### src/rtl/nibble_serial_adder.sv
// Serial WIDTH-bit adder: one 4-bit ripple stage processes a nibble per cycle.
// The carry is registered between nibbles; valid/ready handshakes on both sides.

module ripple_add4 (
  input  logic [3:0] a,
  input  logic [3:0] b,
  input  logic       ci,
  output logic [3:0] s,
  output logic       co
);
  logic [4:0] c;

  always_comb begin
    c[0] = ci;
    for (int i = 0; i < 4; i++) begin
      s[i]   = a[i] ^ b[i] ^ c[i];
      c[i+1] = (a[i] & b[i]) | (c[i] & (a[i] ^ b[i]));
    end
    co = c[4];
  end
endmodule

module nibble_serial_adder #(
  parameter int WIDTH = 16
) (
  input  logic             clk,
  input  logic             rst,
  input  logic             in_valid,
  output logic             in_ready,
  input  logic [WIDTH-1:0] a,
  input  logic [WIDTH-1:0] b,
  input  logic             cin,
  output logic             out_valid,
  input  logic             out_ready,
  output logic [WIDTH-1:0] sum,
  output logic             cout,
  output logic             busy
);
  localparam int NIB   = WIDTH / 4;
  localparam int IDX_W = (NIB > 1) ? $clog2(NIB) : 1;

  typedef enum logic [1:0] {S_IDLE, S_RUN, S_DONE} state_e;

  state_e             state_q, state_d;
  logic [IDX_W-1:0]   idx_q, idx_d;
  logic [WIDTH-1:0]   a_q, a_d, b_q, b_d;
  logic [WIDTH-1:0]   sum_q, sum_d;
  logic               carry_q, carry_d;
  logic               cout_q, cout_d;

  logic [3:0]         add_s;
  logic               add_co;
  logic               last_nib;

  ripple_add4 u_add (
    .a  (a_q[idx_q*4 +: 4]),
    .b  (b_q[idx_q*4 +: 4]),
    .ci (carry_q),
    .s  (add_s),
    .co (add_co)
  );

  assign last_nib = (idx_q == IDX_W'(NIB - 1));

  // NOTE: every signal assigned here gets a default first so no path leaves it unassigned (no latch).
  always_comb begin
    state_d = state_q;
    idx_d   = idx_q;
    a_d     = a_q;
    b_d     = b_q;
    carry_d = carry_q;
    sum_d   = sum_q;
    cout_d  = cout_q;
    case (state_q)
      S_IDLE: begin
        if (in_valid) begin
          a_d     = a;
          b_d     = b;
          carry_d = cin;
          idx_d   = '0;
          sum_d   = '0;
          state_d = S_RUN;
        end
      end
      S_RUN: begin
        sum_d[idx_q*4 +: 4] = add_s;
        carry_d             = add_co;
        if (last_nib) begin
          cout_d  = add_co;
          state_d = S_DONE;
        end else begin
          idx_d = idx_q + 1'b1;
        end
      end
      S_DONE: begin
        if (out_ready) state_d = S_IDLE;
      end
      default: state_d = S_IDLE;
    endcase
  end

  // NOTE: sequential state uses non-blocking assignments so all flops update from pre-edge values.
  always_ff @(posedge clk) begin
    if (rst) begin
      state_q <= S_IDLE;
      idx_q   <= '0;
      carry_q <= 1'b0;
      sum_q   <= '0;
      cout_q  <= 1'b0;
    end else begin
      state_q <= state_d;
      idx_q   <= idx_d;
      carry_q <= carry_d;
      sum_q   <= sum_d;
      cout_q  <= cout_d;
    end
  end

  // NOTE: operand registers are pure datapath, always loaded before use, so they carry no reset.
  always_ff @(posedge clk) begin
    a_q <= a_d;
    b_q <= b_d;
  end

  // Reset gates in_ready so the source never sees a ready it cannot use.
  assign in_ready  = (state_q == S_IDLE) && !rst;
  assign out_valid = (state_q == S_DONE);
  assign busy      = (state_q == S_RUN) || (state_q == S_DONE);
  assign sum       = sum_q;
  assign cout      = cout_q;
endmodule

### config.mk
export PLATFORM = sky130hd
export DESIGN_NAME = nibble_serial_adder
export DESIGN_NICKNAME = d
export VERILOG_FILES = /design/src/rtl/nibble_serial_adder.sv
export SDC_FILE = /design/constraint.sdc
export NUM_CORES = 1
export LEC_CHECK = 0
export CORE_AREA = 5 5 81 64
export CTS_CLUSTER_SIZE = 40
export DETAILED_ROUTE_END_ITERATION = 10
export DIE_AREA = 0 0 86 69
export DONT_BUFFER_PORTS = 1
export GPL_ROUTABILITY_DRIVEN = 1
export PLACE_DENSITY = 0.74
export SLEW_MARGIN = 20
export SYNTH_ARGS = -nofsm -noshare
export SYNTH_HDL_FRONTEND = slang
export SYNTH_SLANG_ARGS = --single-unit
### constraint.sdc
create_clock -name clk -period 3.2 [get_ports clk]
set_input_delay 0.64 -clock clk [delete_from_list [all_inputs] [get_ports clk]]
set_output_delay 0.64 -clock clk [all_outputs]
set_load 0.02 [all_outputs]
Yosys cells after proc, flatten, opt, wreduce, memory -nomap -nowiden --
Cells that the tools add are included. W data, S select, Z words.
Word-level totals: output and inout port bits 20, word-level logic and storage cells 62, register bits 54
Operators by class: multiplexer cells 12, shift operators 4, bitwise logic cells 20, reduce and logical (&&, ||, !) cells 10, add/sub/neg operators 2, equality and inequality tests 7
Operators by type and width (count):
- $neg A4 Y34 | 1
- $shift A4 B34 Y16 const A | 1
- $shiftx A4 B34 Y16 | 1
- $pmux W16 S2 | 1
- $shiftx A16 B5 Y4 | 2
- $bwmux W16 | 1
- $mux W16 | 1
- $mux W2 | 5
- $and A1 B1 Y1 | 8
- $xor A1 B1 Y1 | 8
- $ne A2 B2 Y1 const B | 3
- $pmux W2 S3 | 1
- $reduce_and A2 Y1 | 3
- $reduce_and A3 Y1 | 2
- $eq A2 B2 Y1 const B | 2
- $or A1 B1 Y1 | 4
- $pmux W2 S2 | 1
- $add A2 B1 Y2 const B | 1
- $eq A2 B1 Y1 const B | 1
- $logic_not A2 Y1 | 1
- $ne A2 B1 Y1 const B | 1
- $pmux W1 S2 | 1
- $reduce_bool A2 Y1 | 1
- $logic_and A1 B1 Y1 | 1
- other kinds (3) | 3

Longest topological paths before layout --
Gate-level depths: netlist of the first run.
depth in word-level cells 12, gate-level depth with buffers 13

By module --
From an unflattened synthesis of the first run, not the netlist that was laid out.
Second synthesis, totals: cell total of the unflattened synthesis 190, area, all modules 2483.6 um^2
By module, submodules not included:
- nibble_serial_adder | cells each 176, times used 1, area an instance 2366.0 um^2
- ripple_add4 | cells each 14, times used 1, area an instance 117.6 um^2

Worst setup path after synthesis of the first run --
Ideal clock, no wire load.
path type register to register, start point register idx_q[0], end point register sum_q[11] (netlist: sum[11]), stages on the path, launching flop included 12, slack 281 ps, arrival time 2849 ps, required time 3130 ps, clock period less this slack 2919 ps, cells stage by stage dfxtp_1 -> buf_2 -> buf_2 -> mux4_2 -> fa_1 -> inv_1 -> fa_1 -> inv_1 -> fa_1 -> and4b_1 -> nand4b_1 -> a21oi_1
Between the ends: word-level cells in the longest chain between the ends 12, elaborated cells on any way between the ends 24, classes of those cells add/sub (1); shift (4); mux (2); bitwise (17)
Ends and longest elaborated chain:
- start: declaration | line 45 | logic [IDX_W-1:0] idx_q, idx_d;
- start signal: assignment | line 112 | idx_q <= idx_d;
- $shiftx A16 B5 Y4 (on tied branches) | line 56, 57
- $xor A1 B1 Y1 | line 16, 17
- $and A1 B1 Y1 | line 17 | c[i+1] = (a[i] & b[i]) | (c[i] & (a[i] ^ b[i]));
- $or A1 B1 Y1 | line 17
- $and A1 B1 Y1 | line 17
- $or A1 B1 Y1 | line 17
- $and A1 B1 Y1 | line 17
- $or A1 B1 Y1 | line 17
- $xor A1 B1 Y1 | line 16 | s[i] = a[i] ^ b[i] ^ c[i];
- $shiftx A4 B34 Y16 | line 86 | sum_d[idx_q*4 +: 4] = add_s;
- $bwmux W16 * | line 86
- $pmux W16 S2 * | line 74 | case (state_q)
- end signal: assignment | line 114 | sum_q <= sum_d;
- end: declaration | line 47 | logic [WIDTH-1:0] sum_q, sum_d;
Mark *: on every way between the ends. The rest lies on a longest branch, timed or not. A chain may end at the register's enable or synchronous reset.

Worst setup path in the final report of the first run --
Same ends and word-level chain as after synthesis.

==> results.cfg, run 1 <==
[drt]
wl_per_cell_um = 18.13
wl_mm = 4.587
drc = 0
drtAntennaViolNets = 0
drt_iter0_markers = 192
via_count = 1496
firstDrtPassIters = 4
viasPerCell = 5.913

[sta]
fin_tns_setup_ns = 0
setup_viol = 0
relSlewSlack_pct = 42.76
fin_crit_ns = 2.934
rsz0062_at_grt = no
final_max_slew_viol_count = 0
fin_crit_sh_pct = 91.70
fmax_ghz = 0.3408
finalHoldViolCount = 0
fin_skew_ns = 0.003703
tightest_slew_ns = 0.8420

[critical_path]
critPathMaxStageDelay_ns = 0.56
worst-path-max-fanout = 4
rrSetupSlack_ns = 0.27
worst_path_max_delay_cell = fa_1
worstSetupEndpointType = register
cp.required_ns = 3.44
cp_top_family = adder cells
crit_chain = mux4_2 > inv_1 > fa_1 > inv_1 > fa_1 > inv_1 > fa_1 > inv_1 > fa_1 > and4b_1 > nand4b_1 > a21oi_1
crit_buf_inv = 4
worstPathArrival_ns = 3.18
crit_type = reg2reg
start_kind = register

[global_routing]
grt_max_degree = 33
grt_overflow = 0
grt-busiest-layer = met2
grt_pass1_wl_mm = 7.665
grt_pass1_vias = 1562
antenna_found_initial = 0
grt_util_met1_pct = 20.27
grt_util_met3_pct = 7.024
met2_usage_pct = 26.52
grt_usage_pct = 16.44

[power_and_ir_drop]
power_density_nw_per_um2 = 775.0
power_uw = 2054
leakagePower_uw = 0.0009296
irDropWorstVdd_uv = 432.9

[layout]
final-instance-count-excl-fill = 253
antenna-diode-count = 0
fill_cells = 352
final_common_cell = edfxtp_1
nNetsFinal = 243
final_util_pct = 61.13
area_delta_synth_final_pct = 6.272
drive_gt1_share_pct = 13.27
final_cell_mix = edfxtp_1, dfxtp_1, o21ai_0, a21oi_1, inv_1

[yosys]
synthCells = 196
seq_area_frac_synth_pct = 56.20
netlist_area_um2 = 2494
synth_edf_count = 32
async_flop_share_pct = 0
synth_ff_type = edfxtp_1
synth_warnings = 0
ys_types = 35
synthesis.nets = 244
ys_ff_latch = 54
syn_area_per_cell_um2 = 12.72

[place]
place_congestion = 0.8559
dp_cells = 245
portBuffers = 0
hpwl_mm = 3.359

[clocking]
post_cts_buffers = 0
cts_tree = yes
clock_latency_ns = 0.30
cts_hold_buf = 0
clockBufferDepth = 2
cts_resized = 0
cts.clk_slew.worst_paths_ns = 0.09
clock-root-buffer = clkbuf_8
cts_made_buffers = 5
clock_sinks = 54
htree_levels = 2

[floorplan]
initial_core_util_pct = 57.52
die_area_um2 = 5934
core_um2 = 4335
pin_count = 57
die-width_um = 86
row_count = 21
fp.dieH_um = 69

[job]
maxCapViolCount = 0

[run_status]
status = finished clean

[worst_hold_path]
hold_path_class = in2reg
-- logic make-up after synthesis --
logic type	after synthesis	share of synthesized area (%)
multiplexers	13	9.483
flip-flops	54	56.20
adder cells (fa/ha/maj)	11	6.724
AND/OR/NAND/NOR	56	15.00
AO/OA/AOI/OAI	36	8.179
buffers and inverters	26	4.415
-- cell usage after synthesis, types with 3 or more instances --
library cell | count | area share [%]
dfxtp_1 | 22 | 18
ha_1 | 7 | 3.5
nor2b_1 | 7 | 1.8
and3b_1 | 5 | 1.8
nand2_1 | 7 | 1.1
fa_1 | 4 | 3.2
clkbuf_1 | 4 | 0.60
inv_1 | 14 | 2.1
a21oi_1 | 15 | 3.0
o21ai_0 | 16 | 3.2
edfxtp_1 | 32 | 39
nand2b_1 | 5 | 1.3
mux4_2 | 8 | 7.2
buf_2 | 7 | 1.4
nand4b_1 | 4 | 1.4
nand4_1 | 12 | 3.0
nor2_1 | 3 | 0.45
-- report_power, final --
part	switching (uW)	internal [uW]	total [uW]
clock network	216	233	450
registers	52.0	875	927
logic	408	269	677
-- routing by layer --
metal	wire length [um]	share of wire, %	vias to the layer above
met3	338	7.4	7
met5	0	0	-
met4	58	1.3	0
li1	-	-	726
met2	2297	50	49
met1	1892	41	714
-- path summary, 6_finish.rpt --
| path | start | endpoint | depth (start not counted) |
|---|---|---|---|
| min reg2reg | carry_q | carry_q | 2 |
| min | rst | sum[13] | 1 |
| max reg2reg | idx_q[0] | sum[11] | 12 |
| max | idx_q[0] | sum[11] | 12 |
-- worst register-to-register path, cell delays in order (launching register included) --
cell	delay [ns]
dfxtp_2	0.39
mux4_2	0.51
inv_1	0.08
fa_1	0.16
inv_1	0.05
fa_1	0.36
inv_1	0.08
fa_1	0.16
inv_1	0.05
fa_1	0.56
and4b_1	0.22
nand4b_1	0.10
a21oi_1	0.14
-- registers in the layout, summed over array words and instances (netlist names) --
name	cells
idx_q	2
state_q	2
b_q	16
cout	1
a_q	16
carry_q	1
sum	16
-- cell type report --
cell class / instances / area (um^2) / area share [%]
timing repair buffer: 4 / 30.03 / 1.133
clock buffer: 5 / 68.82 / 2.597
sequential: 54 / 1403 / 52.93
multi-input combinational: 116 / 982.2 / 37.06
tap: 57 / 71.32 / 2.691
inverter: 14 / 52.55 / 1.983
clock inverter: 3 / 42.54 / 1.605
-- metrics by stage --
| step | hold slack [ns] | area (um^2) | setup WS, ns |
|---|---|---|---|
| 5_1_grt | 0.3725 | 2650 | 0.05681 |
| 2_1_floorplan | 0.4649 | 2494 | 0.2808 |
| 4_1_cts | 0.3854 | 2649 | 0.1858 |
| 3_5_place_dp | 0.4937 | 2537 | 0.2192 |
| 3_3_place_gp | 0.4767 | 2537 | 0.3271 |
| 6_report | 0.3912 | 2650 | 0.2657 |
No activity file was read; power rests on OpenSTA's default activity.
==> run 2, diff against run 1 <==
clock period = 3.35 ns   (was 3.2 ns; I/O delays follow)
==> run 2 against run 1 <==
  * Sequential power down 4.5%
  * Core utilization down 0.58 points
  * Clock power down 18%
  * Die area unchanged
  * Register-to-register slack better by 0.02 ns
  * Sequential share of layout area up 0.46 points
  * Wire length down 1.1%
  * Cell count down 0.40%
  * Clock skew up 0.0025 ns
  * First-iteration DRC count down 49%
  * Fmax down 4.2%
  * Via count up 2.7%
  * Critical endpoint unchanged
  * Largest power group unchanged
  * Highest routed layer unchanged
==> results.cfg, run 2 (synthesized netlist as in run 1, its figures left out) <==
[run_status]
status = finished clean

[clocking]
cts_tree = yes
cts_made_buffers = 5
clockBufferDepth = 2
clock_sinks = 54
clock-root-buffer = clkbuf_8
cts_resized = 0
clock_latency_ns = 0.31
cts_hold_buf = 0
cts.clk_slew.worst_paths_ns = 0.10
post_cts_buffers = 0
htree_levels = 2

[sta]
setup_viol = 0
fin_skew_ns = 0.006221
rsz0062_at_grt = no
relSlewSlack_pct = 43.81
finalHoldViolCount = 0
fin_tns_setup_ns = 0
fin_crit_sh_pct = 91.47
fin_crit_ns = 3.064
final_max_slew_viol_count = 0
fmax_ghz = 0.3264
tightest_slew_ns = 0.8265

[drt]
wl_mm = 4.537
drt_iter0_markers = 97
via_count = 1537
wl_per_cell_um = 18.00
viasPerCell = 6.099
drtAntennaViolNets = 0
firstDrtPassIters = 4
drc = 0

[critical_path]
cp_top_family = adder cells
startpoint = idx_q[0]
worstPathArrival_ns = 3.31
critPathCapture = sum[11]
critPathMaxStageDelay_ns = 0.57
reg2reg_depth = 10
rrSetupSlack_ns = 0.29
crit_buf_inv = 3
worstSetupPathDepth = 10
crit_type = reg2reg
crit_top_cell = fa_1
crit_chain = buf_4 > mux4_2 > fa_1 > inv_1 > fa_1 > inv_1 > fa_1 > and4b_1 > nand4b_1 > a21oi_1
worstSetupEndpointType = register
worst_path_max_delay_cell = fa_1
crit-reg2reg-launch = idx_q[0]
start_kind = register
cp.required_ns = 3.59
crit-reg2reg-capture = sum[11]
worst-path-max-fanout = 15

[floorplan]
initial_core_util_pct = 57.52
die_area_um2 = 5934
pin_count = 57
core_um2 = 4335
fp.dieH_um = 69
die-width_um = 86
row_count = 21

[layout]
postLayoutCellArea_um2 = 2625
final_common_cell = edfxtp_1
antenna-diode-count = 0
drive_gt1_share_pct = 12.82
final_cell_mix = edfxtp_1, dfxtp_1, o21ai_0, a21oi_1, inv_1
nNetsFinal = 242
fill_cells = 342
final-instance-count-excl-fill = 252
final_util_pct = 60.55
area_delta_synth_final_pct = 5.269

[global_routing]
grt_pass1_wl_mm = 7.493
grt_pass1_vias = 1546
grt_util_met3_pct = 6.667
met2_usage_pct = 25.58
grt-busiest-layer = met2
grt_usage_pct = 16.19
grt_overflow = 0
grt_max_degree = 33
grt_util_met1_pct = 18.63
antenna_found_initial = 0

[place]
place_congestion = 0.8082
portBuffers = 0
dp_cells = 244
hpwl_mm = 3.380
dpl-instance-area_um2 = 2530

[power_and_ir_drop]
power_uw = 1892
leakagePower_uw = 0.0009167
irDropWorstVdd_uv = 407.6
power_density_nw_per_um2 = 720.9

[worst_hold_path]
hold_path_depth = 1
hold_path_class = in2reg

[job]
maxCapViolCount = 0
-- run 2: cell count changes in the layout (fill, tap and decap cells not counted) --
cell	before	now
dfxtp_2	1	0
inv_6	1	2
clkinv_1	1	0
dfxtp_1	21	22
bufinv_16	1	0
clkinv_4	0	1
buf_4	4	3
-- run 2: worst min-delay path by stage --
stage / startpoint / slack (ns) / to
after floorplan: state_q[1] / 0.46 / state_q[1]
after global placement: state_q[1] / 0.48 / state_q[1]
after detailed placement: state_q[1] / 0.50 / state_q[1]
after CTS: rst / 0.41 / sum[8]
after global routing: rst / 0.40 / carry_q
final: rst / 0.41 / cout
-- run 2: per-layer routing --
metal	part of all wire [%]	wire (um)
met1	40	1818
met2	49	2234
met3	7.8	353
met4	2.9	131
met5	0	0
-- run 2: power breakdown --
part           total (uW)  switching [uW]  internal (uW)
clock network         371             217            154
registers             885            49.4            835
logic                 636             384            252
total                1890             651           1240
-- run 2: cell type report --
type                       count  area, um^2  share of cell area (%)
clock buffer                   5       68.82                   2.622
multi-input combinational    116       982.2                   37.42
sequential                    54        1401                   53.38
tap                           57       71.32                   2.717
clock inverter                 3       26.28                   1.001
timing repair buffer           3       22.52                  0.8580
inverter                      14       52.55                   2.002
-- run 2: per-stage QoR --
| stage | setup slack (ns) | hold WS [ns] |
|---|---|---|
| final | 0.2859 | 0.4148 |
| after global routing | 0.05536 | 0.3979 |
| after CTS | 0.2988 | 0.4081 |
| after detailed placement | 0.3191 | 0.5041 |
| after global placement | 0.4389 | 0.4769 |
| after floorplan | 0.4308 | 0.4649 |
==> run 3, diff against run 2 <==
CORE_AREA = 5 5 84 66   (was 5 5 81 64)
DIE_AREA = 0 0 89 71   (was 0 0 86 69)
PLACE_DENSITY = 0.72   (was 0.74)
clock period = 2.75 ns   (was 3.35 ns; I/O delays follow)
==> run 3 against run 2 <==
  * The flow now finishes with violations (setup timing)
  * First-iteration DRC count grew 25%
  * Combinational power grew 33%
  * Flip-flop and latch count is the same
  * Clock power grew 45%
  * Critical path type unchanged
  * Register-to-register slack lost 0.45 ns
  * Cell count grew 2.4%
  * Largest power group unchanged
  * Critical path depth grew 2
  * Largest cell class unchanged
  * Non-clock buffer count grew 3
  * Die area grew 6.5%
  * Worst setup slack lost 0.45 ns
  * Sequential share of layout area shrank 1.4 points
  * Count of clock-buffer cells in the layout is the same
==> results.cfg, run 3 (synthesized netlist as in run 1, its figures left out) <==
[power_and_ir_drop]
p_sw_share_pct = 33.27
seqPwrFrac_pct = 43.9
combPwrFrac_pct = 34.3
irDropWorstVdd_uv = 462.5
power_uw = 2459
intPower_uw = 1641
switching_power_uw = 818.4
p_clk_share_pct = 21.8
power_density_nw_per_um2 = 909.2
leakagePower_uw = 0.0009387

[clocking]
cts_hold_buf = 0
clockBufferDepth = 2
cts_tree = yes
cts_made_buffers = 5
post_cts_buffers = 0
clock_latency_ns = 0.30
clock_sinks = 54
clock-root-buffer = clkbuf_8
cts.clk_slew.worst_paths_ns = 0.10
htree_levels = 2

[floorplan]
die_area_um2 = 6319
pin_count = 57
core_um2 = 4707
die-width_um = 89
row_count = 22
initial_core_util_pct = 52.98
fp.dieH_um = 71

[layout]
final-instance-count-excl-fill = 258
final_cell_mix = edfxtp_1, dfxtp_1, o21ai_0, a21oi_1, nand4_1
nNetsFinal = 245
final_common_cell = edfxtp_1
antenna-diode-count = 0
fill_cells = 391
area_delta_synth_final_pct = 8.479
drive_gt1_share_pct = 20.71

[sta]
fin_skew_ns = 0.006938
final_max_slew_viol_count = 0
relSlewSlack_pct = 38.60
fin_worst_hold_slack_ns = 0.3039
fmax_ghz = 0.3432
setup_viol = 3
fin_crit_sh_pct = 106.0
tightest_slew_ns = 0.9031
fin_ws_ns = -0.1640
fin_tns_setup_ns = -0.3857
finalHoldViolCount = 0
fin_crit_ns = 2.914
rsz0062_at_grt = yes

[global_routing]
grt_max_degree = 33
grt_overflow = 0
grt_pass1_wl_mm = 7.900
antenna_found_initial = 0
grt_pass1_vias = 1659
grt_usage_pct = 16.04

[place]
portBuffers = 0
place_congestion = 0.8360
dp_cells = 250
post-place-ws_ns = -0.1508
hpwl_mm = 3.561

[job]
maxCapViolCount = 0

[drt]
via_count = 1546
firstDrtPassIters = 4
drt_iter0_markers = 121
wl_mm = 4.671
wl_met2_mm = 2.449
route.met3.wl_um = 348
route.top_layer_used = met4
drtAntennaViolNets = 0
drt-met1-wl_mm = 1.821
drc = 0
wl_per_cell_um = 18.10
viasPerCell = 5.992

[critical_path]
worstPathArrival_ns = 3.15
worstSetupEndpointType = register
start_kind = register
cp.required_ns = 2.99
crit_type = reg2reg
worst_path_max_delay_cell = fa_2
worst-path-max-fanout = 4
crit_chain = mux4_2 > inv_2 > fa_2 > inv_2 > fa_2 > inv_2 > fa_2 > inv_2 > fa_2 > and4b_1 > nand4b_1 > a21oi_1
critPathMaxStageDelay_ns = 0.56

[run_status]
violations = setup timing
status = finished with violations

[worst_hold_path]
hold_path_class = in2reg
==> run 3: changes by cell type in the layout (fill, tap and decap cells not counted), moves of 2 or more <==
cell / change
a21oi_1: -2
fa_1: -4
inv_1: -4
buf_4: +3
a21oi_2: +2
inv_2: +4
fa_2: +4
==> run 3: stage by stage <==
step | utilization [%] | cell area, um^2
after floorplan | - | 2509
after global placement | 54.33 | 2557
after detailed placement | 54.33 | 2557
after CTS | 57.04 | 2685
after global routing | 57.47 | 2705
final | 57.47 | 2705
==> run 3: final cells by class <==
cell class              instances  area [um^2]  share of cell area, %
repair buffers                  6        45.04                  1.665
inverters                      14        52.55                  1.943
flip-flops and latches         54         1405                  51.94
clock buffers                   5        68.82                  2.544
clock inverters                 3        47.55                  1.758
multi-input cells             116         1011                  37.37
well taps                      60        75.07                  2.775
==> run 3: worst max-delay path, delay by kind of cell, from the launching register on <==
family / cells / cell delay [ns]
flip-flops: 1 / 0.39
adder cells (fa/ha/maj): 4 / 1.25
AND/OR/NAND/NOR: 2 / 0.33
AO/OA/AOI/OAI: 1 / 0.16
multiplexers: 1 / 0.51
buffers and inverters: 4 / 0.21
==> run 3: power groups by stage <==
stage          Sequential, uW  Clock [uW]  Combinational [uW]
2_1_floorplan            1080           0                 634
3_3_place_gp             1090           0                 749
3_5_place_dp             1100           0                 797
4_1_cts                  1080         552                 813
5_1_grt                  1090         602                 924
6_report                 1080         537                 843
==> run 3: timing repair <==
item,in CTS,in global routing
pin swaps,3,4
gates resized for setup,5,7
endpoints found under the setup margin,3,7
==> run 3: routing by layer <==
metal	up-vias	GRT usage (%)
li1	731	-
met1	755	19.34
met2	53	27.10
met3	7	6.054
met4	0	3.967
met5	-	0
==> run 3: final timing paths <==
kind                            slack [ns]  cells past startpoint      end      from
worst max register to register       -0.16                     12  sum[11]  idx_q[0]
worst min register to register        0.52                      2  carry_q   carry_q
worst max-delay path                 -0.16                     12  sum[11]  idx_q[0]
worst min-delay path                  0.30                      1  sum[15]       rst
